### src/rtl/jk_shift_ctrl.sv
`default_nettype none
// ============================================================================
//  Module      : jk_shift_ctrl
//  Description : Paced load/shift/rotate sequencer driving a bank of negedge
//                JK flip-flops through per-bit J/K lines.
//  Revision    : 1.0 - initial release
// ============================================================================
module jk_shift_ctrl #(
  parameter int WIDTH    = 8,
  parameter int CNT_W    = 4,
  parameter int TICK_DIV = 100_000_000,
  parameter int DIV_W    = 27
) (
  input  logic             Clk,
  input  logic             clear,
  input  logic             cmd_valid,
  output logic             cmd_ready,
  input  logic [1:0]       cmd_op,
  input  logic [CNT_W-1:0] cmd_count,
  input  logic [WIDTH-1:0] cmd_data,
  input  logic             ser_in,
  input  logic [WIDTH-1:0] q_fb,
  output logic [WIDTH-1:0] jk_j,
  output logic [WIDTH-1:0] jk_k,
  output logic             busy,
  output logic             done
);

  localparam logic [1:0] c_OP_LOAD = 2'b00;
  localparam logic [1:0] c_OP_SHL  = 2'b01;
  localparam logic [1:0] c_OP_SHR  = 2'b10;
  localparam logic [1:0] c_OP_ROTR = 2'b11;

  localparam logic [DIV_W-1:0] c_TICK_RELOAD = DIV_W'(TICK_DIV - 1);

  typedef enum logic [1:0] {
    S_IDLE = 2'd0,
    S_WAIT = 2'd1,
    S_STEP = 2'd2,
    S_DONE = 2'd3
  } state_t;

  state_t             r_state;
  logic [1:0]         r_op;
  logic [CNT_W-1:0]   r_rem;
  logic [DIV_W-1:0]   r_tick;
  logic [WIDTH-1:0]   w_next;

  // Next register image, built from the bank's current Q at the step edge.
  always_comb begin
    w_next = q_fb;
    case (r_op)
      c_OP_SHL:  w_next = {q_fb[WIDTH-2:0], ser_in};
      c_OP_SHR:  w_next = {ser_in, q_fb[WIDTH-1:1]};
      c_OP_ROTR: w_next = {q_fb[0], q_fb[WIDTH-1:1]};
      default:   w_next = q_fb;
    endcase
  end

  always_ff @(posedge Clk) begin
    if (!clear) begin
      r_state   <= S_IDLE;
      r_op      <= c_OP_LOAD;
      r_rem     <= '0;
      r_tick    <= '0;
      jk_j      <= '0;
      jk_k      <= '0;
      cmd_ready <= 1'b1;
      busy      <= 1'b0;
      done      <= 1'b0;
    end else begin
      case (r_state)
        S_IDLE: begin
          if (cmd_valid && cmd_ready) begin
            r_op      <= cmd_op;
            r_rem     <= cmd_count;
            cmd_ready <= 1'b0;
            busy      <= 1'b1;
            if (cmd_op == c_OP_LOAD) begin
              jk_j    <= cmd_data;
              jk_k    <= ~cmd_data;
              r_state <= S_STEP;
            end else if (cmd_count == '0) begin
              done    <= 1'b1;
              r_state <= S_DONE;
            end else begin
              r_tick  <= c_TICK_RELOAD;
              r_state <= S_WAIT;
            end
          end
        end
        S_WAIT: begin
          if (r_tick == '0) begin
            jk_j    <= w_next;
            jk_k    <= ~w_next;
            r_rem   <= r_rem - 1'b1;
            r_state <= S_STEP;
          end else begin
            r_tick  <= r_tick - 1'b1;
          end
        end
        S_STEP: begin
          // J/K held for exactly one cycle; the bank samples at the negedge.
          jk_j <= '0;
          jk_k <= '0;
          if ((r_op == c_OP_LOAD) || (r_rem == '0)) begin
            done    <= 1'b1;
            r_state <= S_DONE;
          end else begin
            r_tick  <= c_TICK_RELOAD;
            r_state <= S_WAIT;
          end
        end
        S_DONE: begin
          done      <= 1'b0;
          cmd_ready <= 1'b1;
          busy      <= 1'b0;
          r_state   <= S_IDLE;
        end
        default: r_state <= S_IDLE;
      endcase
    end
  end

endmodule
`default_nettype wire

### config.mk
export PLATFORM = sky130hd
export DESIGN_NAME = jk_shift_ctrl
export DESIGN_NICKNAME = d
export VERILOG_FILES = /design/src/rtl/jk_shift_ctrl.sv
export SDC_FILE = /design/constraint.sdc
export NUM_CORES = 1
export LEC_CHECK = 0
export ABC_AREA = 1
export BUFFER_PORTS_ARGS = -buffer_cell sky130_fd_sc_hd__buf_4
export CELL_PAD_IN_SITES_DETAIL_PLACEMENT = 0
export CELL_PAD_IN_SITES_GLOBAL_PLACEMENT = 1
export CORE_ASPECT_RATIO = 2
export CORE_MARGIN = 3
export CORE_UTILIZATION = 44
export DETAILED_ROUTE_END_ITERATION = 6
export PLACE_DENSITY = 0.84
export SLEW_MARGIN = 20
export SYNTH_ARGS = -nofsm -noshare
export SYNTH_HDL_FRONTEND = slang
export SYNTH_SLANG_ARGS = --single-unit
### constraint.sdc
create_clock -name Clk -period 4.1 [get_ports Clk]
set_input_delay 0.82 -clock Clk [delete_from_list [all_inputs] [get_ports Clk]]
set_output_delay 0.82 -clock Clk [all_outputs]
set_load 0.05 [all_outputs]
==> results of run 1 <==
==> report_power, final <==
| part | total (W) | internal, W | switching, W |
|---|---|---|---|
| combinational | 0.00219 | 0.000677 | 0.00151 |
| sequential | 0.000924 | 0.000727 | 0.000197 |
| clock | 0.000446 | 0.000246 | 0.000200 |
| total | 0.00356 | 0.00165 | 0.00191 |
==> logic make-up (layout without fill, tap and decap cells) <==
logic type,count (synthesis),count (layout)
flip-flops,54,54
buffers and inverters,67,105
AO/OA/AOI/OAI,79,79
XOR/XNOR,5,5
adder cells (fa/ha/maj),7,7
AND/OR/NAND/NOR,342,342
==> metal layers <==
| layer | GRT usage, % | up-vias | part of all wire [%] |
|---|---|---|---|
| met2 | 41.5 | 92 | 55 |
| met3 | 2.75 | 29 | 3.4 |
| met4 | 13.6 | 0 | 5.3 |
| met1 | 20.6 | 1605 | 36 |
| met5 | 0 | - | 0 |
| li1 | - | 1855 | - |
==> stage by stage <==
step | hold slack [ns] | util (%)
after detailed placement | 0.452 | 50.7
final | 0.460 | 52.7
after floorplan | 0.439 | -
after global placement | 0.450 | 50.7
after global routing | 0.501 | 52.7
after CTS | 0.463 | 52.7
==> sequential cells by signal, summed over array words and instances, names as in the netlist <==
signal / cells
jk_k: 8
r_state: 2
r_rem: 4
r_op: 2
cmd_ready: 1
busy: 1
jk_j: 8
r_tick: 27
done: 1
==> cell type report <==
class / count / area [sq um] / area share (%)
flip-flops and latches: 54 / 1080 / 26.8
repair buffers: 47 / 353 / 8.74
inverters: 50 / 188 / 4.65
well taps: 94 / 118 / 2.91
clock inverters: 2 / 17.5 / 0.434
clock buffers: 6 / 139 / 3.44
multi-input cells: 433 / 2140 / 53.0
==> worst max path at each step <==
stage	depth (start not counted)	endpoint	slack [ns]
after floorplan	9	r_tick[3]	2.12
after global placement	9	r_tick[14]	1.62
after detailed placement	9	r_tick[14]	1.56
after CTS	12	r_tick[25]	1.61
after global routing	12	r_tick[19]	1.40
final	12	r_tick[25]	1.65
==> synthesized netlist by cell type (4+ instances only) <==
| cell type | number |
|---|---|
| o21ai_1 | 8 |
| ha_1 | 7 |
| nor2_1 | 100 |
| nand3_1 | 41 |
| a21oi_1 | 14 |
| nand4_1 | 12 |
| inv_2 | 4 |
| dfxtp_1 | 54 |
| o211ai_1 | 5 |
| o22ai_1 | 4 |
| nand2_2 | 16 |
| nand2_1 | 146 |
| buf_2 | 4 |
| o21ai_0 | 23 |
| or2_2 | 10 |
| xor2_1 | 5 |
| clkbuf_1 | 9 |
| inv_1 | 46 |
| nor2_2 | 4 |
| a21oi_2 | 19 |
| nor2_4 | 4 |
==> worst min-delay path, delay by kind of cell (launching register included) <==
family	cells	cell delay, ns
compound gates	1	0.05
flops	1	0.31
simple gates	1	0.06
==> impl_metrics.yaml, run 1 <==
finish:
  design_area_sq_um: 4040
  layout.cells.non_filler: 686
  num-fill-cells: 847
  drive_gt1_share_pct: 19.1
  most-common-layout-cells: "nand2_1, nor2_1, dfxtp_1, buf_4, inv_1"
  syn_to_final_growth_pct: 15.1
  layout.nets: 624
  layout_commonest_cell: "nand2_1"
  diodes: 0
timing:
  setup_ws_ns: 1.65
  finalMaxSlewViolations: 0
  fmax_mhz: 408
  post-route-min-period_ns: 2.45
  fin_worst_skew_ns: 0.00777
  setup_viol: 0
  max-slew-margin-rel_pct: 51.8
  tns_ns: 0
  rsz0062_at_grt: "false"
  hold_viol: 0
  tightest_slew_ns: 0.722
  min_period_over_period_pct: 59.8
detailed_routing:
  drt_iter0_drc: 156
  firstDrtPassIters: 4
  wl_per_cell_microns: 14.3
  drc: 0
  totalWireLength_microns: 9780
  vias: 3581
  viasPerCell: 5.22
  final_antenna_net_count: 0
floorplanning:
  die_y_microns: 132
  initial_core_util_pct: 45.8
  core_sq_um: 7660
  die_area_sq_um: 9140
  pin_count: 45
  std_cell_rows: 45
  die_x_microns: 69.1
hold_path:
  hold_path_startpoint: "r_tick[26]"
  hold_path_end: "r_tick[26]"
  hold_class: "reg -> reg"
  hold_depth: 2
yosys:
  synth.top_cell.area_share_pct: 30.8
  synth.area.mux_share_pct: 0
  synth_area_leader_cell: "dfxtp_1"
  synthFlopType: "dfxtp_1"
  yosys.area_share.adder_pct: 2.50
  yosys-top-cells-area: "dfxtp_1, nand2_1, nor2_1"
  synth_cell_types: 32
  synthesis.nets: 587
  synth_edf_count: 0
  ys_ff_latch: 54
  async_reset_ff_share_pct: 0
  netlist_area_sq_um: 3510
  synth_compound_area_share_pct: 14.2
  yosysWarnings: 0
  yosys.area_share.xor_xnor_pct: 1.25
  synth_cells: 554
  ys_seq_area_share_pct: 30.8
  avgSynthCellArea_sq_um: 6.33
  synth_top_family_by_area: "simple AND/OR/NAND/NOR gates"
  yosys.area_share.simple_pct: 43.0
power_and_ir_drop:
  p_leak_nw: 1.83
  power_density_nw_per_um2: 882
  power_w: 0.00356
  irDropWorstVdd_uv: 481
setup_path:
  critPathKind: "reg -> reg"
  cp_top_family: "simple AND/OR/NAND/NOR gates"
  rr_worst_depth: 12
  worst-endpoint-required_ns: 4.26
  max_stage_delay_ns: 0.42
  arrival_ns: 2.61
  regToRegSetupSlack_ns: 1.65
  endpoint_kind: "flop"
  crit_path_frequent_cell: "nor2_1"
  startpoint: "r_state[0]"
  cp_max_fo: 21
  cp_cell_sequence: "inv_1 -> ha_1 -> inv_1 -> a21oi_2 -> nor2_1 -> nand2_1 -> nor2_4 -> nand2_2 -> inv_2 -> nor2_1 -> nor2_1 -> nor2_1"
  cp_num_buf_inv: 3
  cp_slowest_cell: "dfxtp_1"
  start_kind: "flop"
  worstReg2RegStart: "r_state[0]"
  r2r_end: "r_tick[25]"
clock_network:
  cts_hold_buffers: 0
  cts_buffers: 5
  cts_setup_buffers: 0
  worstSkewPairLatency_ns: 0.30
  cts_tree: "yes"
  clk_pin_slew_ns: 0.07
  cts_sinks: 54
  cts-resized-gates: 0
  htree_levels: 2
  ctsRootBufferMaster: "clkbuf_16"
  clk_path_buf_depth: 2
placed_design:
  dpl.hpwl_microns: 7550
  postPlaceCellArea_sq_um: 3880
  place_congestion: 0.874
  port_buffers: 44
  dp_cells: 678
  place_ws_ns: 1.56
grt:
  grt_max_degree: 29
  grt_pass1_wl_microns: 15900
  grt_pass1_vias: 3500
  grt_usage_pct: 21.5
  grt_remaining_overflow: 0
  antenna_found_initial: 0
run_status:
  status: "finished clean"
job:
  maxCapViolCount: 0
Note: power is estimated with default switching activity, not from simulation.
==> run 2: changes to the inputs <==
--- a/config.mk
+++ b/config.mk
@@ -11,9 +11,9 @@
 export CELL_PAD_IN_SITES_GLOBAL_PLACEMENT = 1
 export CORE_ASPECT_RATIO = 2
 export CORE_MARGIN = 3
-export CORE_UTILIZATION = 44
+export CORE_UTILIZATION = 37
 export DETAILED_ROUTE_END_ITERATION = 6
-export PLACE_DENSITY = 0.84
+export PLACE_DENSITY = 0.75
 export SLEW_MARGIN = 20
 export SYNTH_ARGS = -nofsm -noshare
 export SYNTH_HDL_FRONTEND = slang
==> constraint.sdc (replaced) <==
create_clock -name Clk -period 2.2 [get_ports Clk]
set_input_delay 0.44 -clock Clk [delete_from_list [all_inputs] [get_ports Clk]]
set_output_delay 0.44 -clock Clk [all_outputs]
set_load 0.05 [all_outputs]
==> impl_metrics.yaml, run 2 (synthesis gave the netlist of run 1 again) <==
run_status:
  status: "finished clean"
timing:
  setup_ws_ns: 0.193
  setup_viol: 0
  min_period_over_period_pct: 91.2
  finalMaxSlewViolations: 0
  hold_viol: 0
  fmax_mhz: 498
  post-route-min-period_ns: 2.01
  rsz0062_at_grt: "false"
  tightest_slew_ns: 0.595
  tns_ns: 0
  max-slew-margin-rel_pct: 60.3
  fin_worst_skew_ns: 0.00465
clock_network:
  htree_levels: 2
  cts_setup_buffers: 0
  clk_path_buf_depth: 2
  cts_sinks: 54
  cts_hold_buffers: 0
  cts-resized-gates: 0
  cts_tree: "yes"
  ctsRootBufferMaster: "clkbuf_16"
  cts_buffers: 5
  worstSkewPairLatency_ns: 0.30
  clk_pin_slew_ns: 0.07
grt:
  grt_max_degree: 27
  grt_usage_pct: 20.1
  grt_pass1_wl_microns: 16400
  antenna_found_initial: 0
  grt_remaining_overflow: 0
  grt_pass1_vias: 3462
detailed_routing:
  viasPerCell: 5.15
  final_antenna_net_count: 0
  drt_iter0_drc: 134
  wl_per_cell_microns: 14.5
  drc: 0
  firstDrtPassIters: 4
  totalWireLength_microns: 10200
  vias: 3617
finish:
  syn_to_final_growth_pct: 18.4
  drive_gt1_share_pct: 20.3
  top_register: "r_tick"
  diodes: 0
  regArea_sq_um: 1080
  layout_commonest_cell: "nand2_1"
  top_regs: "r_tick (27), jk_j (8), jk_k (8)"
  num-fill-cells: 994
  most-common-layout-cells: "nand2_1, nor2_1, buf_4, dfxtp_1, inv_1"
  layout.cells.non_filler: 702
  largest_reg_flops: 27
  layout.nets: 632
  multi_input_comb_area_sq_um: 2140
power_and_ir_drop:
  p_int_w: 0.00336
  p_sw_w: 0.00359
  p_comb_share_pct: 60.6
  power_w: 0.00696
  power_density_nw_per_um2: 1680
  p_leak_nw: 1.89
  clkPwrFrac_pct: 15.0
  power.share.switching_pct: 51.7
  irDropWorstVdd_uv: 1250
  seqPwrFrac_pct: 24.4
setup_path:
  max_stage_delay_ns: 0.42
  arrival_ns: 2.17
  cp_cell_sequence: "inv_1 -> ha_1 -> inv_1 -> a21oi_2 -> nor2_1 -> nand2_1 -> nor2_4 -> nand2_2 -> inv_4 -> nor2_1 -> nor2_1 -> nor2_1"
  cp_num_buf_inv: 3
  worstReg2RegStart: "r_state[0]"
  startpoint: "r_state[0]"
  start_kind: "flop"
  critPathKind: "reg -> reg"
  endpoint_kind: "flop"
  worst-endpoint-required_ns: 2.37
  cp_max_fo: 21
  cp_slowest_cell: "dfxtp_1"
  cp_top_family: "simple AND/OR/NAND/NOR gates"
  crit_path_frequent_cell: "nor2_1"
floorplanning:
  die_x_microns: 74.8
  std_cell_rows: 49
  core_sq_um: 9140
  die_y_microns: 144
  initial_core_util_pct: 38.4
  die_area_sq_um: 10800
  pin_count: 45
placed_design:
  dpl.hpwl_microns: 8090
  port_buffers: 44
  dp_cells: 694
  place_congestion: 0.911
  place_ws_ns: 0.0660
hold_path:
  hold_class: "in -> reg"
  hold_path_startpoint: "cmd_op[1]"
job:
  maxCapViolCount: 0
[run 2: cell count changes in the layout (fill, tap and decap cells not counted)]
cell       delta
buf_4         +8
bufinv_16     +2
inv_2         -2
inv_4         +2
clkbuf_8      -1
clkinv_4      -1
nor3_1        -1
nor3_2        +1
[run 2: routing by layer]
layer	up-vias	GRT usage, %	wire (microns)
li1	1863	-	-
met1	1659	19.5	3640
met2	74	39.1	5860
met3	21	2.94	308
met4	0	9.47	374
met5	-	0	0
[run 2: layout make-up]
| cell class | count | share of cell area [%] |
|---|---|---|
| clock buffers | 5 | 3.01 |
| well taps | 102 | 3.07 |
| flip-flops and latches | 54 | 26.0 |
| inverters | 50 | 4.64 |
| clock inverters | 3 | 1.66 |
| multi-input cells | 433 | 51.6 |
| repair buffers | 55 | 9.94 |
[run 2: power by group through the flow]
stage / logic [W] / registers, W / clock network (W)
final: 0.00422 / 0.00170 / 0.00104
after global routing: 0.00471 / 0.00175 / 0.00110
after CTS: 0.00425 / 0.00170 / 0.00107
after detailed placement: 0.00424 / 0.00171 / 0
after global placement: 0.00420 / 0.00171 / 0
after floorplan: 0.00262 / 0.00222 / 0
[run 2: worst paths after layout]
path | endpoint | slack [ns] | depth (start not counted)
max | r_tick[25] | 0.19 | 12
min | r_op[1] | 0.44 | 3
max reg2reg | r_tick[25] | 0.19 | 12
min reg2reg | r_tick[26] | 0.46 | 2
[run 2: tightest hold or removal path: stages]
cell	delay [ns]
buf_4	0.08
o21ai_0	0.07
a21oi_1	0.10
[run 2: through the flow]
stage	hold slack, ns	utilization, %	cell area (sq um)
floorplan	0.439	-	3510
global placement	0.451	43.2	3950
detailed placement	0.453	43.2	3950
CTS	0.433	45.4	4140
global route	0.481	45.5	4150
finish	0.436	45.5	4150
